`src/rtl/ad9361_pkg.sv`:
```
// ad9361_pkg: shared constants and grant-state encoding for the ad9361 sample arbiter.
package ad9361_pkg;

    localparam int NUM_CHAN   = 4;
    localparam int SAMP_WIDTH = 12;

    typedef enum logic {
        IDLE,
        SERVE
    } state_t;

endpackage

```
`src/rtl/samp_fifo.sv`:
```
// samp_fifo: single-clock FIFO with first-word-fall-through head.
// A push into a full FIFO is still taken when a pop happens in the same cycle.
module samp_fifo #(
    parameter int WIDTH = 24,
    parameter int DEPTH = 4
) (
    input  logic                     clk,
    input  logic                     rst,
    input  logic                     push,
    input  logic                     pop,
    input  logic [WIDTH-1:0]         din,
    output logic [WIDTH-1:0]         dout,
    output logic                     full,
    output logic                     empty,
    output logic [$clog2(DEPTH):0]   count
);

    localparam int AW = $clog2(DEPTH);

    logic [WIDTH-1:0] mem_q [DEPTH];
    logic [AW-1:0]    wr_q, wr_d, rd_q, rd_d;
    logic [AW:0]      cnt_q, cnt_d;
    logic             wr, rd;

    assign full  = cnt_q == (AW + 1)'(DEPTH);
    assign empty = cnt_q == '0;
    assign count = cnt_q;
    assign dout  = mem_q[rd_q];

    always_comb begin
        rd    = pop & ~empty;
        wr    = push & (~full | rd);
        wr_d  = wr ? wr_q + 1'b1 : wr_q;
        rd_d  = rd ? rd_q + 1'b1 : rd_q;
        cnt_d = cnt_q + (AW + 1)'(wr) - (AW + 1)'(rd);
    end

    always_ff @(posedge clk or posedge rst) begin
        if (rst) begin
            wr_q  <= '0;
            rd_q  <= '0;
            cnt_q <= '0;
        end else begin
            wr_q  <= wr_d;
            rd_q  <= rd_d;
            cnt_q <= cnt_d;
        end
    end

    always_ff @(posedge clk) begin
        if (wr) mem_q[wr_q] <= din;
    end

endmodule

```
`src/rtl/ad9361_samp_arb.sv`:
```
// ad9361_samp_arb: round-robin burst scheduler sharing one sample port among four
// channel FIFOs, with per-channel saturating drop counters.
module ad9361_samp_arb
    import ad9361_pkg::*;
#(
    parameter int FIFO_DEPTH = 4,
    parameter int BURST_MAX  = 8,
    parameter int CNT_WIDTH  = 16
) (
    input  logic                          clk,
    input  logic                          rst,
    input  logic [3:0]                    chan_en,
    input  logic                          cnt_clr,
    input  logic                          valid_0_in,
    input  logic                          valid_1_in,
    input  logic                          valid_2_in,
    input  logic                          valid_3_in,
    input  logic [11:0]                   data_i0_in,
    input  logic [11:0]                   data_i1_in,
    input  logic [11:0]                   data_i2_in,
    input  logic [11:0]                   data_i3_in,
    input  logic [11:0]                   data_q0_in,
    input  logic [11:0]                   data_q1_in,
    input  logic [11:0]                   data_q2_in,
    input  logic [11:0]                   data_q3_in,
    output logic                          m_valid,
    input  logic                          m_ready,
    output logic [23:0]                   m_data,
    output logic [1:0]                    m_chan,
    output logic                          m_last,
    output logic [4*CNT_WIDTH-1:0]        drop_cnt,
    output logic                          busy
);

    localparam int CW = $clog2(FIFO_DEPTH);
    localparam int BW = $clog2(BURST_MAX + 1);
    localparam int DW = 2 * SAMP_WIDTH;

    state_t                 state_q, state_d;
    logic [1:0]             gnt_q, gnt_d, rr_q, rr_d, cand;
    logic [BW-1:0]          burst_q, burst_d;
    logic [CNT_WIDTH-1:0]   drop_q [NUM_CHAN];
    logic [CNT_WIDTH-1:0]   drop_d [NUM_CHAN];
    logic [NUM_CHAN-1:0]    vld, push_req, pop_v, full_v, empty_v, drop_v;
    logic [DW-1:0]          din_a  [NUM_CHAN];
    logic [DW-1:0]          head_a [NUM_CHAN];
    logic [CW:0]            cnt_a  [NUM_CHAN];
    logic                   found, pop;

    assign vld      = {valid_3_in, valid_2_in, valid_1_in, valid_0_in};
    assign push_req = vld & chan_en;
    assign din_a[0] = {data_i0_in, data_q0_in};
    assign din_a[1] = {data_i1_in, data_q1_in};
    assign din_a[2] = {data_i2_in, data_q2_in};
    assign din_a[3] = {data_i3_in, data_q3_in};
    assign pop      = m_valid & m_ready;
    assign drop_v   = push_req & full_v & ~pop_v;
    assign busy     = ~(&empty_v) | (state_q != IDLE);

    for (genvar k = 0; k < NUM_CHAN; k++) begin : g_chan
        assign pop_v[k] = pop & (gnt_q == 2'(k));
        assign drop_cnt[(NUM_CHAN-1-k)*CNT_WIDTH +: CNT_WIDTH] = drop_q[k];
        samp_fifo #(
            .WIDTH (DW),
            .DEPTH (FIFO_DEPTH)
        ) u_fifo (
            .clk   (clk),
            .rst   (rst),
            .push  (push_req[k]),
            .pop   (pop_v[k]),
            .din   (din_a[k]),
            .dout  (head_a[k]),
            .full  (full_v[k]),
            .empty (empty_v[k]),
            .count (cnt_a[k])
        );
    end

    always_comb begin
        state_d = state_q;
        gnt_d   = gnt_q;
        rr_d    = rr_q;
        burst_d = burst_q;
        found   = 1'b0;
        cand    = '0;
        m_valid = 1'b0;
        m_data  = '0;
        m_chan  = '0;
        m_last  = 1'b0;
        if (state_q == IDLE) begin
            // Scan starts just after the last granted channel so every channel gets a turn.
            for (int i = 1; i <= NUM_CHAN; i++) begin
                cand = rr_q + 2'(i);
                if (!found && !empty_v[cand]) begin
                    found = 1'b1;
                    gnt_d = cand;
                end
            end
            if (found) begin
                rr_d    = gnt_d;
                burst_d = '0;
                state_d = SERVE;
            end
        end else begin
            m_valid = ~empty_v[gnt_q];
            m_data  = m_valid ? head_a[gnt_q] : '0;
            m_chan  = m_valid ? gnt_q : '0;
            m_last  = m_valid & ((burst_q == BW'(BURST_MAX - 1)) |
                      ((cnt_a[gnt_q] == (CW + 1)'(1)) & ~push_req[gnt_q]));
            if (pop) begin
                if (m_last) state_d = IDLE;
                else        burst_d = burst_q + 1'b1;
            end
        end
    end

    always_comb begin
        for (int k = 0; k < NUM_CHAN; k++)
            drop_d[k] = cnt_clr ? '0 :
                        (drop_v[k] && !(&drop_q[k])) ? drop_q[k] + 1'b1 : drop_q[k];
    end

    always_ff @(posedge clk or posedge rst) begin
        if (rst) begin
            state_q <= IDLE;
            gnt_q   <= '0;
            rr_q    <= 2'd3;
            burst_q <= '0;
            for (int k = 0; k < NUM_CHAN; k++) drop_q[k] <= '0;
        end else begin
            state_q <= state_d;
            gnt_q   <= gnt_d;
            rr_q    <= rr_d;
            burst_q <= burst_d;
            for (int k = 0; k < NUM_CHAN; k++) drop_q[k] <= drop_d[k];
        end
    end

endmodule

```
`config.mk`:
```
export PLATFORM = sky130hd
export DESIGN_NAME = ad9361_samp_arb
export DESIGN_NICKNAME = d
export VERILOG_FILES = /design/src/rtl/ad9361_pkg.sv /design/src/rtl/samp_fifo.sv /design/src/rtl/ad9361_samp_arb.sv
export SDC_FILE = /design/constraint.sdc
export NUM_CORES = 1
export LEC_CHECK = 0
export CORE_ASPECT_RATIO = 1.5
export CORE_MARGIN = 4
export CORE_UTILIZATION = 62
export DETAILED_ROUTE_END_ITERATION = 10
export GPL_TIMING_DRIVEN = 0
export PLACE_DENSITY = 0.9
export SYNTH_ARGS = -nofsm -noshare
export SYNTH_HDL_FRONTEND = slang
export SYNTH_HIERARCHICAL = 1
export SYNTH_SLANG_ARGS = --single-unit
```
`constraint.sdc`:
```
create_clock -name clk -period 8.2 [get_ports clk]
set_input_delay 1.64 -clock clk [delete_from_list [all_inputs] [get_ports clk]]
set_output_delay 1.64 -clock clk [all_outputs]
set_load 0.01 [all_outputs]
```
* Yosys cells after proc, flatten, opt, wreduce, memory -nomap -nowiden
Memory sizes are Yosys's and may differ from the RTL's.
Index checks and enable logic that the tools add are counted.
** Cells by class
- $add $sub $neg :: 24
- $lt $le $gt $ge :: 6
- Eq/ne operators :: 11
- Multiplexer cells :: 60
- Bitwise logic cells :: 38
- Reduce and logical (&&, ||, !) cells :: 34
** Operator list (count)
- $mux W16 :: 8
- $mux W24 :: 4
- $add A16 B1 Y16 const B :: 4
- $reduce_and A16 Y1 :: 4
- $bmux W24 S2 :: 1
- $mux W1 :: 28
- $add A2 B1 Y2 const B :: 9
- $mux W4 :: 4
- $and A1 B1 Y1 :: 15
- $lt A2 B3 Y1 const B :: 5
- $add A3 B1 Y3 :: 4
- $and A4 B4 Y4 :: 3
- $bmux W1 S2 :: 6
- $eq A3 B3 Y1 const B :: 4
- $logic_not A3 Y1 :: 4
- $mux W2 :: 6
- $not A1 Y1 :: 12
- $sub A3 B1 Y3 :: 4
- $logic_not A1 Y1 :: 10
- $reduce_bool A2 Y1 :: 5
- $logic_and A1 B1 Y1 :: 7
- $bmux W3 S2 :: 1
- $mux W3 :: 2
- $or A1 B1 Y1 :: 6
- other kinds (15) :: 17
** Word-level totals
- Flip-flop bits (word level) :: 101
- Bits in writable memories :: 384
- Input bits :: 108
- Output and inout port bits :: 93
- Logic and storage cells :: 197
- Memories kept :: 4
** Memories
- g_chan[0].u_fifo.mem_q :: words 4, bits a word 24, rd ports 1, clocked after Yosys merged registers in 0, wr ports 1, RTL line samp_fifo.sv:20 : logic [WIDTH-1:0] mem_q [DEPTH];
- g_chan[1].u_fifo.mem_q :: words 4, bits a word 24, rd ports 1, clocked after Yosys merged registers in 0, wr ports 1, RTL line samp_fifo.sv:20
- g_chan[2].u_fifo.mem_q :: words 4, bits a word 24, rd ports 1, clocked after Yosys merged registers in 0, wr ports 1, RTL line samp_fifo.sv:20
- g_chan[3].u_fifo.mem_q :: words 4, bits a word 24, rd ports 1, clocked after Yosys merged registers in 0, wr ports 1, RTL line samp_fifo.sv:20

* Longest topological paths before layout
Gate-level depths: netlist of run 1.
- Word-level depth :: 19
- Gate-level depth with buffers :: 11
- Depth with buffers taken out :: 10

* Hierarchy
The synthesis of run 1 kept the hierarchy.
** By module, submodules not included
- samp_fifo (g_chan[1].u_fifo ...) :: instances 2, cells each 163, area an instance 3913.8 um^2, seq. area each 3057.9 um^2
- samp_fifo (g_chan[0].u_fifo ...) :: instances 2, cells each 162, area an instance 3903.7 um^2, seq. area each 3057.9 um^2
- ad9361_samp_arb :: instances 1, cells each 525, area an instance 4999.8 um^2, seq. area each 1829.3 um^2

* Worst setup path before layout of run 1
No wires, ideal clock.
- Path kind :: in2out
- Start :: input port valid_1_in
- End :: output port m_last
- Data arrival time :: 2.593 ns
- Required time :: 6.560 ns
- Setup slack :: 3.967 ns
- Cell stages on the path :: 4
- Cell sequence :: and2_1 -> nor4b_1 -> o41ai_2 -> a21oi_1
** Between the ends
- Word-level cells in the longest chain between the ends :: 8
** Ends and longest elaborated chain
- start: declaration :: RTL line ad9361_samp_arb.sv:15 : input logic valid_1_in,
- $and A4 B4 Y4 :: RTL line ad9361_samp_arb.sv:51 : assign push_req = vld & chan_en;
- $bmux W1 S2 :: RTL line ad9361_samp_arb.sv:109 : ((cnt_a[gnt_q] == (CW + 1)'(1)) & ~push_req[gnt_q]));
- $mux W1 (implied by the code) :: RTL line ad9361_samp_arb.sv:109
- $not A1 Y1 :: RTL line ad9361_samp_arb.sv:109
- $and A1 B1 Y1 :: RTL line ad9361_samp_arb.sv:109
- $or A1 B1 Y1 :: RTL line ad9361_samp_arb.sv:108 : m_last = m_valid & ((burst_q == BW'(BURST_MAX - 1)) |
- $and A1 B1 Y1 :: RTL line ad9361_samp_arb.sv:108
- $mux W1 :: RTL line ad9361_samp_arb.sv:90 : if (state_q == IDLE) begin
- end: declaration :: RTL line ad9361_samp_arb.sv:30 : output logic m_last,
No other way between the ends. The select of a mux whose other input is x is not followed.

* Final worst setup path of run 1
- Start :: input port valid_3_in
- End :: output port m_last
** Between the ends
- Word-level cells in the longest chain between the ends :: 8
** Ends and longest elaborated chain
- start: declaration :: RTL line ad9361_samp_arb.sv:17 : input logic valid_3_in,
- $and A4 B4 Y4 :: RTL line ad9361_samp_arb.sv:51
- via push_req[3] :: RTL line ad9361_samp_arb.sv:44 : logic [NUM_CHAN-1:0] vld, push_req, pop_v, full_v, empty_v, drop_v;
- $bmux W1 S2 :: RTL line ad9361_samp_arb.sv:109
- $mux W1 (implied by the code) :: RTL line ad9361_samp_arb.sv:109
- $not A1 Y1 :: RTL line ad9361_samp_arb.sv:109
- $and A1 B1 Y1 :: RTL line ad9361_samp_arb.sv:109
- $or A1 B1 Y1 :: RTL line ad9361_samp_arb.sv:108
- $and A1 B1 Y1 :: RTL line ad9361_samp_arb.sv:108
- $mux W1 :: RTL line ad9361_samp_arb.sv:90
The timed path passes the listed nets, and every way through them passes these cells. The select of a mux whose other input is x is not followed.

==> metrics.md, run 1 <==
| Metric | Value |
|---|---|
| Switching part of the total | `32.1%` |
| Cell Pwr Density | `328 nW/µm²` |
| Synth area leader | `edfxtp_1` |
| Most common cell after layout, fill and taps aside | `edfxtp_1` |
| Initial Util | `63.0%` |
| Crit path DAT | `4.08 ns` |
| EDFF count, synth | `384` |
| Status | `complete, no violations` |
| Die ar. | `36300 µm²` |
| Headroom to the max-slew limit | `7.50%` |
| Drt pass-1 iters | `5` |
| Peak supply drop | `0.000364 V` |
| Slew @ Worst Pin | `1.39 ns` |
| RD Place Congestion | `0.936` |
| CORE AREA | `32700 µm²` |
| Synth Area per Inst | `17.6 µm²` |
| Tmin final | `5.72 ns` |
| Logic pwr share | `36.5%` |
| Distinct cell type count after synthesis | `67` |
| First-pass GRT wire length | `78100 µm` |
| Nets@finish | `1556` |
| Final max-slew violation count | `0` |
| Leakage power | `8.49 nW` |
| # DRC | `0` |
| CTS Buf Count | `43` |
| I/O Buffers | `199` |
| Most frequent cells in the layout | `edfxtp_1 (384), clkdlybuf4s50_1 (199), mux4_2 (122)` |
| Initial antenna violation count | `7` |
| Critical path launch point | `valid_3_in` |
| Area of the mapped netlist | `20600 µm²` |
| Critical Path Sink Type | `output port` |
| Clock Sinks | `485` |
| Post-CTS setup buffers | `0` |
| TNS Setup | `0 ns` |
| Worst Clk Skew | `0.0266 ns` |
| Area Overhead vs Synth | `18.6%` |
| Worst R2R Path Depth | `7` |
| Reg2reg start | `gnt_q[1]` |
| Placed insts | `1789` |
| Synthesis Warnings | `6` |
| Row Count | `81` |
| Final Setup Violations | `0` |
| Post-synthesis sequential area ratio | `68.1%` |
| Final std cells w/o fill | `1871` |
| Final period utilization | `69.8%` |
| Max Freq | `175 MHz` |
| Max-cap violations | `0` |
| Switch Pwr | `0.00258 W` |
| CTS tree | `done` |
| CP startpoint kind | `primary input` |
| Post-DP HPWL | `33000 µm` |
| Worst hold path type | `reg -> reg` |
| Start point of the worst hold path | `burst_q[3]` |
| WL final | `51800 µm` |
| Vias in the first global route | `12300` |
| Grt total ovfl | `0` |
| Final hold violation count | `0` |
| Htree depth | `2` |
| Hold depth | `1` |
| Layout cells sized above 1 | `17.1%` |
| CP Data Required Time | `6.56 ns` |
| Largest cells by area after synthesis | `edfxtp_1 (56%), mux4_2 (13%), dfrtp_1 (12%)` |
| Routed length per instance | `27.7 µm` |
| Share of total power in the clock network | `24.0%` |
| Post-Synthesis Cells | `1175` |
| Final Instance Area | `24500 µm²` |
| Hold buffers post-CTS | `0` |
| Clock buffer depth | `3` |
| CTS clock-pin slew for the worst setup and hold paths | `0.07 ns` |
| Mapped Nets | `1312` |
| Worst-skew pair later-pin latency | `0.56 ns` |
| DRT antenna net count | `0` |
| 1st-iter DRT viols | `1066` |
| Cell area after placement | `23100 µm²` |
| Top FF cell, synth | `edfxtp_1` |
| CP Max Fanout | `6` |
| RSZ-0062 raised after global routing | `false` |
| Largest net degree at the start of global routing | `74` |
| Seq pwr share | `39.5%` |
| #FFs+latches synth | `485` |
| Via count | `12000` |
| Cell internal pwr | `0.00544 W` |
| Total track usage | `29.4%` |
| Die width | `157 µm` |
| Root buffer cell | `clkbuf_16` |
| Vias per inst | `6.43` |
| Top-area cell type share of the netlist area | `55.9%` |
| DIE HEIGHT | `231 µm` |
| IO Pins | `201` |
| Post-CTS sizing | `0` |
| Post-synthesis async set-or-reset flop share | `20.8%` |
| Crit Path Class | `in -> out` |
## power by group through the flow
stage          Sequential [W]  Clock [W]  Combinational (W)
3_5_place_dp          0.00319          0            0.00283
6_report              0.00316    0.00193            0.00293
3_3_place_gp          0.00317          0            0.00275
4_1_cts               0.00316    0.00196            0.00293
2_1_floorplan         0.00314          0            0.00178
5_1_grt               0.00319    0.00206            0.00308
## flip-flops by register name (all words and copies together), names as in the netlist
name                 cells
state_q                  1
drop_cnt                64
g_chan.u_fifo/wr_q       8
g_chan.u_fifo/count     12
gnt_q                    2
g_chan.u_fifo/rd_q       8
g_chan.u_fifo/mem_q    384
burst_q                  4
rr_q                     2
## through the flow
step           total power [W]  utilization (%)  hold WS, ns  worst slack (ns)
2_1_floorplan          0.00492                -        0.460              3.97
3_3_place_gp           0.00591             70.7        0.478              2.56
3_5_place_dp           0.00602             70.7        0.498              2.53
4_1_cts                0.00805             74.8        0.507              2.52
5_1_grt                0.00832             74.8        0.543              2.45
6_report               0.00802             74.8        0.518              2.48
## critical path: stages
cell	delay, ns
clkdlybuf4s50_1	0.42
and2_1	0.19
nor4_1	0.54
o41ai_2	0.24
a21oi_1	0.39
clkdlybuf4s50_1	0.66
## per-layer routing
layer  global-route usage, %  vias up  part of all wire [%]  wire (µm)
li1                        -     5061                     -          -
met1                    35.6     6072                    33      17000
met2                    49.0      740                    51      26500
met3                    5.53      147                   8.4       4370
met4                    17.7        8                   7.4       3850
met5                       0        -                 0.083         43
## cells by family (layout without fill, tap and decap cells)
kind of cell | Yosys count | in the layout | synth area share (%)
flip-flops | 485 | 485 | 68.1
AO/OA/AOI/OAI | 81 | 81 | 3.03
XOR/XNOR | 74 | 74 | 3.14
buffers and inverters | 88 | 365 | 2.22
multiplexers | 132 | 132 | 14.0
AND/OR/NAND/NOR | 286 | 286 | 7.59
adder cells (fa/ha/maj) | 29 | 29 | 1.90
other | 0 | 4 | 0
## layout make-up
type                            count  area (µm²)
Sequential cell                   485       14100
Fill cell                        1772        8260
Multi-Input combinational cell    602        6120
Timing Repair Buffer              199        1990
Clock buffer                       54        1140
Tap cell                          415         519
Buffer                             52         323
Clock inverter                     24         183
Inverter                           36         138
Antenna cell                        4        10.0
## Yosys cell counts, types with 19 or more instances
cell	count
dfrtp_1	99
edfxtp_1	384
ha_1	25
inv_1	36
mux4_2	122
nand2_1	39
nand3_1	24
nor2_1	82
nor2b_1	25
o21ai_0	19
xnor2_1	43
xor2_1	31
## path summary, 6_finish.rpt
kind | to | slack (ns)
max | m_last | 2.48
min reg2reg | burst_q[3] | 0.52
min | burst_q[3] | 0.52
max reg2reg | g_chan[2].u_fifo/mem_q[1][11] | 4.47
min in group asynchronous | g_chan[2].u_fifo/count[0] | 1.63
max in group asynchronous | drop_cnt[12] | 5.69
No activity file was read; power rests on OpenSTA's default activity.
==> run 2: changes to the inputs <==
CORE_UTILIZATION = 57   (was 62)
PLACE_DENSITY = 0.84   (was 0.9)
clock period = 5.7 ns   (was 8.2 ns; I/O delays follow)
==> run 2 against run 1 <==
  * Core utilization shrank 6.0 points
  * Setup slack lost 1.4 ns
  * Hold slack lost 0.023 ns
  * Combinational power grew 39%
  * Sequential power grew 43%
  * Cell count grew 3.4%
  * Global-route usage shrank 5.2 points
  * Via count shrank 5.0%
==> metrics.md, run 2 (synthesis gave the netlist of run 1 again) <==
| Metric | Value |
|---|---|
| Status | `complete, no violations` |
| Layout fillers | `2257` |
| R2r endpoint | `g_chan[2].u_fifo/mem_q[0][6]` |
| Nets@finish | `1558` |
| CP startpoint kind | `primary input` |
| WP depth | `6` |
| CTS Buf Count | `44` |
| Row Count | `85` |
| CP most frequent cell | `clkdlybuf4s50_1` |
| Vias per inst | `5.91` |
| Root buffer cell | `clkbuf_16` |
| Peak supply drop | `0.000539 V` |
| Initial antenna violation count | `6` |
| Max reg flops | `384` |
| Largest net degree at the start of global routing | `52` |
| Max-cap violations | `0` |
| Worst Clk Skew | `0.0195 ns` |
| Delay-heaviest family, CP | `buffers and inverters` |
| Initial Util | `57.6%` |
| RD Place Congestion | `0.886` |
| Post-CTS setup buffers | `0` |
| Final hold violation count | `0` |
| CP Data Required Time | `4.56 ns` |
| Final max-slew violation count | `0` |
| Multi-input gate area | `6120 µm²` |
| Slew @ Worst Pin | `1.33 ns` |
| Crit-path max cell delay | `0.66 ns` |
| Post-DP HPWL | `32500 µm` |
| Reg-to-reg slack, setup | `2.14 ns` |
| Reg2reg start | `gnt_q[1]` |
| Cell Pwr Density | `464 nW/µm²` |
| Worst-skew pair later-pin latency | `0.56 ns` |
| Headroom to the max-slew limit | `11.5%` |
| CTS clock-pin slew for the worst setup and hold paths | `0.07 ns` |
| Tmin final | `4.61 ns` |
| Most frequent cells in the layout | `edfxtp_1 (384), clkdlybuf4s50_1 (199), mux4_2 (122)` |
| Htree depth | `2` |
| Final period utilization | `80.9%` |
| Clock Sinks | `485` |
| Power, Total | `0.0114 W` |
| I/O Buffers | `199` |
| TNS Setup | `0 ns` |
| Critical path launch point | `valid_3_in` |
| Setup WS pre-CTS | `1.11 ns` |
| Setup ws final | `1.09 ns` |
| # DRC | `0` |
| Worst hold margin | `0.495 ns` |
| First-pass GRT wire length | `70900 µm` |
| Vias in the first global route | `11900` |
| RSZ-0062 raised after global routing | `false` |
| Hold buffers post-CTS | `0` |
| IO Pins | `201` |
| 1st-iter DRT viols | `1105` |
| Crit path capture | `m_last` |
| Via count | `11400` |
| Crit Path Class | `in -> out` |
| Final Setup Violations | `0` |
| Leakage power | `8.53 nW` |
| WL final | `46500 µm` |
| FF+latch area | `14100 µm²` |
| Die width | `163 µm` |
| Total track usage | `24.2%` |
| Most flop-heavy register | `g_chan.u_fifo/mem_q` |
| Die ar. | `39400 µm²` |
| CP Max Fanout | `6` |
| Clock buffer depth | `3` |
| Routed length per instance | `24.0 µm` |
| CP bufs+invs | `2` |
| DIE HEIGHT | `241 µm` |
| Crit path DAT | `3.47 ns` |
| Critical Path Sink Type | `output port` |
| Drt pass-1 iters | `5` |
| DRT antenna net count | `0` |
| Post-CTS sizing | `0` |
| Max Freq | `217 MHz` |
| Slowest stage cell, crit path | `clkdlybuf4s50_1` |
| Grt total ovfl | `0` |
| Worst hold path type | `reg -> reg` |
| Worst R2R Path Depth | `7` |
| Layout cells sized above 1 | `17.0%` |
| CTS tree | `done` |
| CORE AREA | `35800 µm²` |
| Area Overhead vs Synth | `19.4%` |
| CP Cell Sequence | `clkdlybuf4s50_1, and2_1, nor4_1, o41ai_2, a21oi_1, clkdlybuf4s50_1` |
| Most common cell after layout, fill and taps aside | `edfxtp_1` |
## run 2: through the flow
| step | instances | cell area (µm²) | utilization (%) |
|---|---|---|---|
| 6_report | 1934 | 24600 | 68.7 |
| 5_1_grt | 1930 | 24600 | 68.7 |
| 4_1_cts | 1929 | 24600 | 68.7 |
| 3_5_place_dp | 1853 | 23300 | 64.9 |
| 3_3_place_gp | 1852 | 23200 | 64.8 |
| 2_1_floorplan | 1175 | 20600 | - |
## run 2: layout make-up
type / count / share of cell area (%)
Tap cell: 478 / 2.43
Antenna cell: 5 / 0.0508
Multi-Input combinational cell: 602 / 24.8
Clock buffer: 58 / 4.72
Timing Repair Buffer: 200 / 8.20
Buffer: 52 / 1.31
Sequential cell: 485 / 57.1
Inverter: 36 / 0.559
Clock inverter: 18 / 0.838
## run 2: where the power goes
group          internal (W)  total [W]  switching, W
registers           0.00430    0.00453      0.000226
logic               0.00201    0.00408       0.00208
clock network       0.00158    0.00283       0.00125
total               0.00789     0.0114       0.00355
## run 2: worst reg2reg max path: cells and delay by family (launching register included)
kind                   cells  cell delay [ns]
AND/OR/NAND/NOR            3             1.70
flip-flops                 1             0.32
AO/OA/AOI/OAI              1             0.36
buffers and inverters      3             0.79
## run 2: worst min-delay path by stage
stage,startpoint,to,depth (start not counted)
2_1_floorplan,burst_q[3],burst_q[3],1
3_3_place_gp,burst_q[3],burst_q[3],1
3_5_place_dp,burst_q[3],burst_q[3],1
4_1_cts,burst_q[3],burst_q[3],1
5_1_grt,burst_q[3],burst_q[3],1
6_report,burst_q[3],burst_q[3],1
## run 2: per-layer routing
layer  part of all wire (%)  wire [µm]  vias up  GRT usage, %
li1                       -          -     5070             -
met1                     34      15900     5739          28.7
met2                     53      24500      511          41.9
met3                    7.6       3520      110          5.55
met4                    5.5       2550        2          11.8
met5                  0.013          6        -             0
